$ cat config.mk
export PLATFORM = sky130hd
export DESIGN_NAME = pwm_config_loader
export DESIGN_NICKNAME = d
export VERILOG_FILES = /design/src/rtl/pwm_pkg.sv /design/src/rtl/pwm_cfg_check.sv /design/src/rtl/pwm_config_loader.sv
export SDC_FILE = /design/constraint.sdc
export NUM_CORES = 1
export LEC_CHECK = 0
export CORE_ASPECT_RATIO = 1.4
export CORE_MARGIN = 2
export CORE_UTILIZATION = 56
export CTS_CLUSTER_DIAMETER = 120
export DETAILED_ROUTE_END_ITERATION = 8
export GPL_TIMING_DRIVEN = 0
export PLACE_DENSITY = 0.85
export SKIP_LAST_GASP = 1
export SYNTH_ARGS = -nofsm -noshare
export SYNTH_HDL_FRONTEND = slang
export SYNTH_HIERARCHICAL = 1
export SYNTH_SLANG_ARGS = --single-unit
$ cat constraint.sdc
create_clock -name clk -period 4.1 [get_ports clk]
set_clock_uncertainty 0.05 [all_clocks]
set_input_delay 0.82 -clock clk [delete_from_list [all_inputs] [get_ports clk]]
set_output_delay 0.82 -clock clk [all_outputs]
set_load 0.005 [all_outputs]
$ cat src/rtl/pwm_pkg.sv
// Shared types and defaults for the PWM configuration loader.
package pwm_pkg;
    localparam int DEFAULT_WIDTH      = 16;
    localparam int DEFAULT_MIN_PERIOD = 2;

    typedef enum logic [2:0] {
        EMPTY,
        INIT,
        ARM,
        RUN,
        PEND
    } state_t;
endpackage

$ cat src/rtl/pwm_cfg_check.sv
// Combinational legality check and active-threshold clamp for a host setting.
// Optional feature macro: PWM_CLAMP_EN (clamp active to period instead of rejecting).
module pwm_cfg_check
    import pwm_pkg::*;
#(
    parameter int WIDTH      = DEFAULT_WIDTH,
    parameter int MIN_PERIOD = DEFAULT_MIN_PERIOD
) (
    input  logic [WIDTH-1:0] period,
    input  logic [WIDTH-1:0] active,
    output logic             legal,
    output logic [WIDTH-1:0] active_fix
);
    localparam logic [WIDTH-1:0] MIN_P = WIDTH'(MIN_PERIOD);

    logic period_ok;
    logic active_ok;

    assign period_ok = (period >= MIN_P);
    assign active_ok = (active <= period);

`ifdef PWM_CLAMP_EN
    // Over-range active means 100% duty rather than an error.
    assign legal      = period_ok;
    assign active_fix = active_ok ? active : period;
`else
    assign legal      = period_ok && active_ok;
    assign active_fix = active;
`endif
endmodule

$ cat src/rtl/pwm_config_loader.sv
// Host-facing loader: checks {period, active}, shadows one setting and commits it at is_eq0.
// Optional feature macro: PWM_CLAMP_EN (handled inside pwm_cfg_check).
module pwm_config_loader
    import pwm_pkg::*;
#(
    parameter int WIDTH      = DEFAULT_WIDTH,
    parameter int MIN_PERIOD = DEFAULT_MIN_PERIOD
) (
    input  logic             clk,
    input  logic             reset,
    input  logic             cfg_valid,
    output logic             cfg_ready,
    input  logic [WIDTH-1:0] cfg_period,
    input  logic [WIDTH-1:0] cfg_active,
    input  logic             is_eq0,
    output logic [WIDTH-1:0] period_out,
    output logic [WIDTH-1:0] active_out,
    output logic             load_reg,
    output logic             start_cnt,
    output logic             cfg_err,
    output logic             cfg_pend
);
    state_t           state, state_d;
    logic [WIDTH-1:0] shadow_p, shadow_p_d;
    logic [WIDTH-1:0] shadow_a, shadow_a_d;
    logic [WIDTH-1:0] period_d, active_d;
    logic             load_d, start_d, err_d, pend_d;
    logic             legal;
    logic [WIDTH-1:0] active_fix;
    logic             xfer;

    pwm_cfg_check #(
        .WIDTH      (WIDTH),
        .MIN_PERIOD (MIN_PERIOD)
    ) u_check (
        .period     (cfg_period),
        .active     (cfg_active),
        .legal      (legal),
        .active_fix (active_fix)
    );

    assign cfg_ready = (state == EMPTY) || (state == RUN);
    assign xfer      = cfg_valid && cfg_ready;

    always_comb begin
        state_d    = state;
        shadow_p_d = shadow_p;
        shadow_a_d = shadow_a;
        period_d   = period_out;
        active_d   = active_out;
        load_d     = 1'b0;
        start_d    = 1'b0;
        err_d      = 1'b0;
        pend_d     = cfg_pend;
        case (state)
            EMPTY: begin
                if (xfer) begin
                    if (legal) begin
                        // Outputs take the setting on the same edge so INIT presents it with load_reg.
                        shadow_p_d = cfg_period;
                        shadow_a_d = active_fix;
                        period_d   = cfg_period;
                        active_d   = active_fix;
                        load_d     = 1'b1;
                        state_d    = INIT;
                    end else begin
                        err_d = 1'b1;
                    end
                end
            end
            INIT: begin
                start_d = 1'b1;
                state_d = ARM;
            end
            ARM: begin
                state_d = RUN;
            end
            RUN: begin
                // is_eq0 is ignored here, so a same-cycle transfer waits for the next boundary.
                if (xfer) begin
                    if (legal) begin
                        shadow_p_d = cfg_period;
                        shadow_a_d = active_fix;
                        pend_d     = 1'b1;
                        state_d    = PEND;
                    end else begin
                        err_d = 1'b1;
                    end
                end
            end
            PEND: begin
                if (is_eq0) begin
                    period_d = shadow_p;
                    active_d = shadow_a;
                    load_d   = 1'b1;
                    pend_d   = 1'b0;
                    state_d  = RUN;
                end
            end
            default: state_d = EMPTY;
        endcase
    end

    always_ff @(posedge clk or negedge reset) begin
        if (!reset) begin
            state      <= EMPTY;
            shadow_p   <= '0;
            shadow_a   <= '0;
            period_out <= '0;
            active_out <= '0;
            load_reg   <= 1'b0;
            start_cnt  <= 1'b0;
            cfg_err    <= 1'b0;
            cfg_pend   <= 1'b0;
        end else begin
            state      <= state_d;
            shadow_p   <= shadow_p_d;
            shadow_a   <= shadow_a_d;
            period_out <= period_d;
            active_out <= active_d;
            load_reg   <= load_d;
            start_cnt  <= start_d;
            cfg_err    <= err_d;
            cfg_pend   <= pend_d;
        end
    end
endmodule

; ---- Yosys cells after proc, flatten, opt, wreduce, memory -nomap -nowiden
; Cells that the tools add are included.
[word_totals]
regBits = 71
in_bits = 36
out_inout_bits = 37
[classes]
magnitude_cmp = 2
eq_ne = 9
muxes = 26
reduce_logical = 11
[op_table]
columns = op, n
row1 = $mux 16, 6
row2 = $pmux 16 s2, 2
row3 = $ge 16x2->1 const B, 1
row4 = $le 16x16->1, 1
row5 = $mux 3, 5
row6 = $pmux 3 s5, 1
row7 = $mux 1, 10
row8 = $ne 2x2->1 const B, 5
row9 = $reduce_and 4->1, 2
row10 = $eq 3x2->1 const B, 2
row11 = $reduce_and 5->1, 1
row12 = $pmux 1 s2, 2
row13 = $reduce_bool 2->1, 2
row14 = $eq 3x1->1 const B, 1
row15 = $eq 3x3->1 const B, 1
row16 = $logic_not 3->1, 1
row17 = $reduce_and 3->1, 1
row18 = $logic_and 1x1->1, 2
row19 = $reduce_or 2->1, 1
row20 = $logic_or 1x1->1, 1

; ---- Logic depth before layout (Yosys ltp)
[logic_depth]
ltp_word = 5
depth_mapped = 10

; ---- Cells and area by module
; The synthesis kept the hierarchy.
[by_module_without_submodules]
columns = module, instances, cells_per_inst, area_each_um2, seq_area_each_um2
row1 = pwm_config_loader, 1, 200, 3081.7, 1776.7
row2 = pwm_cfg_check, 1, 78, 579.3, 0.0

; ---- Least setup slack after synthesis
; Ideal clock, no wire load.
[synth_path]
kind = input to register
start = input port cfg_period[1]
end = register shadow_p[0]
setup_time_ns = 0.125
arrival_ns = 2.963
t_required_ns = 3.925
setup_slack_ns = 0.962
path_stages = 10
n_path_buf = 1
path_cell_list = inv_1 -> ha_1 -> nor2b_4 -> o211ai_2 -> a2111oi_2 -> o31ai_1 -> inv_1 -> a2111oi_4 -> buf_6 -> mux2_2
[synth_between]
elab_chain_len = 3
elab_cells_between_ends = 4
cone_classes = order compare: 2 / reduce/logical: 2
[synth_rtl]
columns = element, line_no
row1 = from (decl), pwm_config_loader.sv:13  ; input logic [WIDTH-1:0] cfg_period,
row2 = $ge 16x2->1 or $le 16x16->1 (tied branches), "pwm_cfg_check.sv:19, pwm_cfg_check.sv:20"
row3 = $logic_and 1x1->1 *, pwm_cfg_check.sv:27  ; assign legal = period_ok && active_ok;
row4 = net legal, pwm_config_loader.sv:28  ; logic legal;
row5 = $reduce_and 3->1 (no line) *, n/a
row6 = to (signal assigned), pwm_config_loader.sv:117  ; shadow_p <= shadow_p_d;
row7 = to (decl), pwm_config_loader.sv:24  ; logic [WIDTH-1:0] shadow_p, shadow_p_d;
; The timed path passes the listed nets; every way through them passes the cells marked *.
; A chain may end at the register's enable or synchronous reset.

; ---- Worst setup path in the final report
[layout_path]
start = input port cfg_period[11]
end = register active_out[13]
[layout_between]
elab_chain_len = 4
elab_cells_between_ends = 5
cone_classes = order compare: 2 / eq/ne: 1 / reduce/logical: 2
[layout_rtl]
columns = element, line_no
row1 = $ge 16x2->1 or $le 16x16->1 (tied branches), "pwm_cfg_check.sv:19, pwm_cfg_check.sv:20"
row2 = $logic_and 1x1->1 *, pwm_cfg_check.sv:27
row3 = net legal, pwm_config_loader.sv:28
row4 = $ne 2x2->1 (no line) *, n/a
row5 = $reduce_and 4->1 (no line) *, n/a
row6 = to (signal assigned), pwm_config_loader.sv:120  ; active_out <= active_d;
row7 = to (decl), pwm_config_loader.sv:17  ; output logic [WIDTH-1:0] active_out,
; Marks and branches as above.

==> flow_metrics.py <==
metrics = {
    "sta": {
        "relSlewSlack_pct": 41.51,
        "final_worst_path_period_need_ps": 3793,
        "finalHoldWorstSlack_ps": 435.1,
        "timing.final.max_slew_violations": 0,
        "final_hold_viol_count": 0,
        "timing.final.crit_share_pct": 92.51,
        "setup_viol": 0,
        "worst_slack_ps": 307.2,
        "setup_repair_after_global_routing_missed_its_margin": "false",
        "timing.fmax_mhz": 263.7,
        "final.setup.tns_ps": 0,
        "tightestPinTransition_ps": 877.4,
    },
    "floorplanning": {
        "fp.dieH_um": 99.67,
        "core_um2": 6254,
        "dieArea_um2": 7210,
        "die_w_um": 72.34,
        "ios": 73,
        "core.rowCount": 34,
        "effective_utilization_at_floorplan_pct": 58.54,
    },
    "cts": {
        "clk-insertion-delay-late_ps": 340,
        "post-cts-setup-buffer-count": 0,
        "cts_root_buf": "sky130_fd_sc_hd__clkbuf_8",
        "clk_pin_slew_ps": 70,
        "cts_tree": "done",
        "clock_sink_count": 71,
        "cts-hold-fix-buffers": 0,
        "cts-buffers-inserted": 9,
        "htreeDepth": 3,
        "post_cts_resize_count": 0,
        "ctsLongestPathBuffers": 2,
    },
    "logic_synthesis": {
        "yosys_warnings": 6,
        "synthesized_instance_count": 278,
        "syn_area_um2": 3661,
        "mappedNetlistNets": 330,
        "synth-seq-cells": 71,
        "seq_area_frac_synth_pct": 48.53,
        "synth_cell_types": 35,
        "mean_instance_size_in_the_synthesized_netlist_um2": 13.17,
    },
    "worst_setup_path": {
        "timing.critical_path.cells": "clkdlybuf4s50_1, inv_1, ha_1, a21oi_1, o21a_1, o2bb2ai_1, o31ai_1, nand3b_1, a21oi_2, buf_2, mux2_2",
        "crit_path_start": "cfg_period[11]",
        "endpoint_class_of_the_critical_path": "register",
        "cp.required_ps": 4280,
        "path_buf_inv": 3,
        "worst-endpoint-arrival_ps": 3970,
        "cpLargestDelayFamily": "compound AO/OA/AOI/OAI gates",
        "worst_r2r_startpoint": "state[2]",
        "timing_worst_setup_path_type": "input port to register",
        "r2r_slack_ps": 2000,
        "slowest_delay_ps": 560,
        "worstSetupStartpointType": "input port",
        "cp_slowest_cell": "sky130_fd_sc_hd__clkdlybuf4s50_1",
        "worstPathMaxFanout": 10,
    },
    "routing": {
        "via_per_inst": 5.719,
        "drt_iter0_drc": 170,
        "drcViolationCount": 0,
        "vias": 2499,
        "drt.antenna.violating_nets": 0,
        "avgRoutedWirePerCell_um": 17.18,
        "drt_pre_antenna_iters": 4,
        "finalWirelength_mm": 7.507,
    },
    "global_route": {
        "grt_overflow": 0,
        "globalRouteTotalUtil_pct": 23.09,
        "grt_first_pass_wirelength_mm": 12.64,
        "antenna_found_initial": 0,
        "grt_max_degree": 72,
        "number_of_global_route_vias_before_repair": 2674,
    },
    "power": {
        "vdd_drop_max_v": 0.0004327,
        "fin_total_pwr_mw": 2.918,
        "p_leak_nw": 2.027,
        "cellPowerDensity_nw_per_um2": 625.2,
    },
    "layout": {
        "finish.cell_count_without_fillers": 437,
        "final_core_utilization_pct": 74.63,
        "final_design_area_no_fill_um2": 4667,
        "fillCellCount": 454,
        "post_route_cells_drive_above_1_share_pct": 37.26,
        "layout_area_overhead_pct": 27.48,
        "n_antenna_cell": 0,
        "net_count_reported_at_finish": 413,
    },
    "placement": {
        "place_inst": 422,
        "placed_area_um2": 4469,
        "port_buffers": 72,
        "detailedPlacementHpwl_mm": 5.542,
        "dpl_worst_slack_ps": -45.99,
        "place.gp.congestion": 0.7824,
    },
    "min_path": {
        "hold_class": "register to register",
        "min_from": "shadow_p[4]",
    },
    "status": {
        "status": "completed",
    },
    "run": {
        "cap_violations": 0,
    },
}
## path summary, 6_finish.rpt
| path | to | cells past startpoint |
|---|---|---|
| min in group asynchronous | active_out[12] | 1 |
| max | active_out[13] | 11 |
| min | shadow_p[4] | 1 |
| max in group asynchronous | shadow_a[7] | 1 |
| max reg2reg | active_out[13] | 5 |
| min reg2reg | shadow_p[4] | 1 |
## power breakdown
group | total (mW) | internal [mW] | switching (mW) | leakage (nW)
registers | 1.22 | 1.04 | 0.173 | 0.857
logic | 1.14 | 0.756 | 0.382 | 1.07
clock network | 0.564 | 0.310 | 0.254 | 0.0985
total | 2.92 | 2.11 | 0.809 | 2.03
## cells by family (layout without fill, tap and decap cells)
family | count (synthesis) | count (layout) | share of synthesized area [%]
fa+ha+maj | 16 | 16 | 5.468
buf+inv | 46 | 133 | 7.314
mux | 96 | 96 | 29.53
flops | 71 | 71 | 48.53
compound gates | 24 | 24 | 5.126
simple gates | 25 | 25 | 4.033
## cell usage after synthesis
cell type	number	area [µm²]
sky130_fd_sc_hd__mux2_2	91	1025
sky130_fd_sc_hd__dfrtp_1	71	1777
sky130_fd_sc_hd__inv_1	19	71.32
sky130_fd_sc_hd__buf_4	16	120.1
sky130_fd_sc_hd__ha_1	16	200.2
sky130_fd_sc_hd__a21oi_1	8	40.04
sky130_fd_sc_hd__nand2_1	7	26.28
sky130_fd_sc_hd__mux2_1	5	56.30
sky130_fd_sc_hd__buf_2	4	20.02
sky130_fd_sc_hd__buf_6	4	45.04
sky130_fd_sc_hd__nand4_1	4	25.02
sky130_fd_sc_hd__nor4_1	4	25.02
sky130_fd_sc_hd__o21ai_0	3	15.01
sky130_fd_sc_hd__clkbuf_1	2	7.510
sky130_fd_sc_hd__nor2_1	2	7.510
sky130_fd_sc_hd__o21a_1	2	15.01
sky130_fd_sc_hd__o22ai_1	2	12.51
sky130_fd_sc_hd__a2111oi_2	1	15.01
sky130_fd_sc_hd__a2111oi_4	1	27.53
sky130_fd_sc_hd__a21oi_2	1	8.760
sky130_fd_sc_hd__a41oi_1	1	8.760
sky130_fd_sc_hd__and3_1	1	6.260
sky130_fd_sc_hd__buf_1	1	3.750
sky130_fd_sc_hd__nand3_1	1	5.000
sky130_fd_sc_hd__nand3b_1	1	7.510
sky130_fd_sc_hd__nand4_2	1	12.51
sky130_fd_sc_hd__nor2b_4	1	13.76
sky130_fd_sc_hd__nor3_1	1	5.000
sky130_fd_sc_hd__nor3b_1	1	7.510
sky130_fd_sc_hd__o211ai_1	1	7.510
sky130_fd_sc_hd__o211ai_2	1	12.51
sky130_fd_sc_hd__o2bb2ai_1	1	8.760
sky130_fd_sc_hd__o31ai_1	1	7.510
sky130_fd_sc_hd__o32ai_1	1	8.760
sky130_fd_sc_hd__or2_1	1	6.260
## final cells by class
type / instances / area [µm²] / area share, %
flip-flops and latches: 71 / 1777 / 38.07
clock inverters: 3 / 42.54 / 0.9115
clock buffers: 12 / 155.1 / 3.324
well taps: 72 / 90.09 / 1.930
repair buffers: 72 / 718.2 / 15.39
inverters: 19 / 71.32 / 1.528
multi-input cells: 161 / 1617 / 34.64
plain buffers: 27 / 196.4 / 4.209
## worst register-to-register path, stage by stage, from the launching register on
cell and delay [ps]:
sky130_fd_sc_hd__dfrtp_1 400, sky130_fd_sc_hd__buf_2 280, sky130_fd_sc_hd__nand2_1 170, sky130_fd_sc_hd__a21oi_2 370, sky130_fd_sc_hd__buf_2 350, sky130_fd_sc_hd__mux2_2 370
## placed cells by master, fill, tap and decap left out, types with 2 or more instances in the layout
cell type,n
sky130_fd_sc_hd__buf_4,17
sky130_fd_sc_hd__nand4_1,4
sky130_fd_sc_hd__o21a_1,2
sky130_fd_sc_hd__nand2_1,7
sky130_fd_sc_hd__mux2_2,91
sky130_fd_sc_hd__dfrtp_1,71
sky130_fd_sc_hd__buf_2,4
sky130_fd_sc_hd__mux2_1,5
sky130_fd_sc_hd__buf_6,4
sky130_fd_sc_hd__nor4_1,4
sky130_fd_sc_hd__o21ai_0,3
sky130_fd_sc_hd__a21oi_1,8
sky130_fd_sc_hd__clkbuf_8,11
sky130_fd_sc_hd__inv_1,19
sky130_fd_sc_hd__clkdlybuf4s50_1,71
sky130_fd_sc_hd__ha_1,16
sky130_fd_sc_hd__nor2_1,2
sky130_fd_sc_hd__clkbuf_1,3
sky130_fd_sc_hd__o22ai_1,2
## per-layer routing
| layer | share of wire, % | up-vias | track usage, % |
|---|---|---|---|
| li1 | - | 1148 | - |
| met1 | 40 | 1246 | 28.06 |
| met2 | 53 | 89 | 39.03 |
| met3 | 5.4 | 16 | 5.471 |
| met4 | 2.1 | 0 | 9.289 |
| met5 | 0 | - | 0 |
No activity file was read; power rests on OpenSTA's default activity.
==> RTL edit, RTL diff (same settings) <==
Make the reset (`reset`) synchronous in one clocked block.
--- a/src/rtl/pwm_config_loader.sv
+++ b/src/rtl/pwm_config_loader.sv
@@ -101,7 +101,7 @@
         endcase
     end
 
-    always_ff @(posedge clk or negedge reset) begin
+    always_ff @(posedge clk) begin
         if (!reset) begin
             state      <= EMPTY;
             shadow_p   <= '0;
Check against the original RTL: differs if reset is asserted again (counterexample within 4 cycles, from zero or initial values and one cycle with reset low); with reset held inactive, the same outputs for 10 cycles.
==> RTL edit against the unedited design <==
  * Sequential share of layout area shrank 8.7 points
  * Synthesized area is 3.8% higher
  * Register-to-register slack gained 0.42 ns
  * Non-clock buffer count increased by 25
  * Cell area is 3.5% higher
  * Sequential cell count unchanged
  * Synthesized cell count grew 45%
  * Critical path type unchanged
  * Routed wire length rose by 31%
  * Setup slack better by 0.14 ns
  * Highest routed layer unchanged
Power is not compared: it rests on default switching activity, and its combinational part moved more than twofold at a synthesized area within 25%.
==> RTL edit: results (changes against the unedited design) <==
Global routing
  • Maximum number of pins on one net before global-route repair: 14 (-81%)
  • First-pass GRT wire length: 15900 µm (+26%)
  • GR Util All Layers: 27.8% (+4.7 points)
  • Via count of the first global-routing pass: 3253 (+22%)
  • Met1 track demand over resource: 35.4% (+7.3 points)

Routing
  • Routed length on met1: 4090 µm (+37%)
  • Met2 WL post-DR: 4900 µm (+24%)
  • Post-Route WL: 9850 µm (+31%)

Final layout
  • Proportion of cell area spent on the clock network: 4.76% (+0.53 points)
  • Number of nets at the end of the flow: 537 (+30%)
  • Share of cell area taken by multi-input logic gates: 40.9% (+6.3 points)
  • Count of inverters not on the clock network in the layout: 16 (-3)
  • Plain + repair buffers: 124 (+25%)
  • Number of clock buffers in the layout: 10 (-2)
  • Total number of multi-input combinational cells: 263 (+63%)
  • Signal buf overhead: 21.8% (+2.2 points)

Placement
  • Area post-placement: 4600 µm² (+3.0%)
  • Port buffer count: 71 (-1.4%)

Synthesis
  • XOR/XNOR Fraction of Synth Area: 0.659% (+0.66 points)
  • Synth top cells by count: 71 x sky130_fd_sc_hd__dfxtp_1, 37 x sky130_fd_sc_hd__nand2_1, 33 x sky130_fd_sc_hd__o221a_1
  • Fraction of the mapped netlist area in adder cells: 5.27% (-0.20 points)
  • Share of the yosys chip area belonging to registers: 37.4% (-11 points)

Floorplan
  • Die width: 73.6 µm (+1.8%)

Setup path
  • Worst path arrival time: 3.89 ns (-0.08 ns)
  • Crit path from: cfg_period[7]
  • Standard cell with the maximum stage delay on the critical path: sky130_fd_sc_hd__o31ai_1

Run status
  • Result of the run: finished, final reports clean

STA
  • Post-route worst hold slack: 0.429 ns (-0.00571 ns)
  • Post-layout minimum cycle time: 3.66 ns (-0.135 ns)
## RTL edit: cell count changes in the layout (fill, tap and decap cells not counted), moves of 3 or more
cell                       change
sky130_fd_sc_hd__a21boi_1     +32
sky130_fd_sc_hd__buf_2         +7
sky130_fd_sc_hd__buf_4         +5
sky130_fd_sc_hd__clkbuf_1     +11
sky130_fd_sc_hd__dfrtp_1      -71
sky130_fd_sc_hd__dfxtp_1      +71
sky130_fd_sc_hd__inv_1         -3
sky130_fd_sc_hd__mux2_1        -5
sky130_fd_sc_hd__mux2_2       -91
sky130_fd_sc_hd__mux2i_1      +32
sky130_fd_sc_hd__nand2_1      +30
sky130_fd_sc_hd__nand3_1      +31
sky130_fd_sc_hd__o21ai_1      +30
sky130_fd_sc_hd__o221a_1      +33
## RTL edit: worst paths after layout
path	to	depth (start not counted)
worst max-delay path	shadow_a[0]	12
worst min-delay path	shadow_a[1]	2
worst max register to register	active_out[9]	6
worst min register to register	shadow_a[1]	2
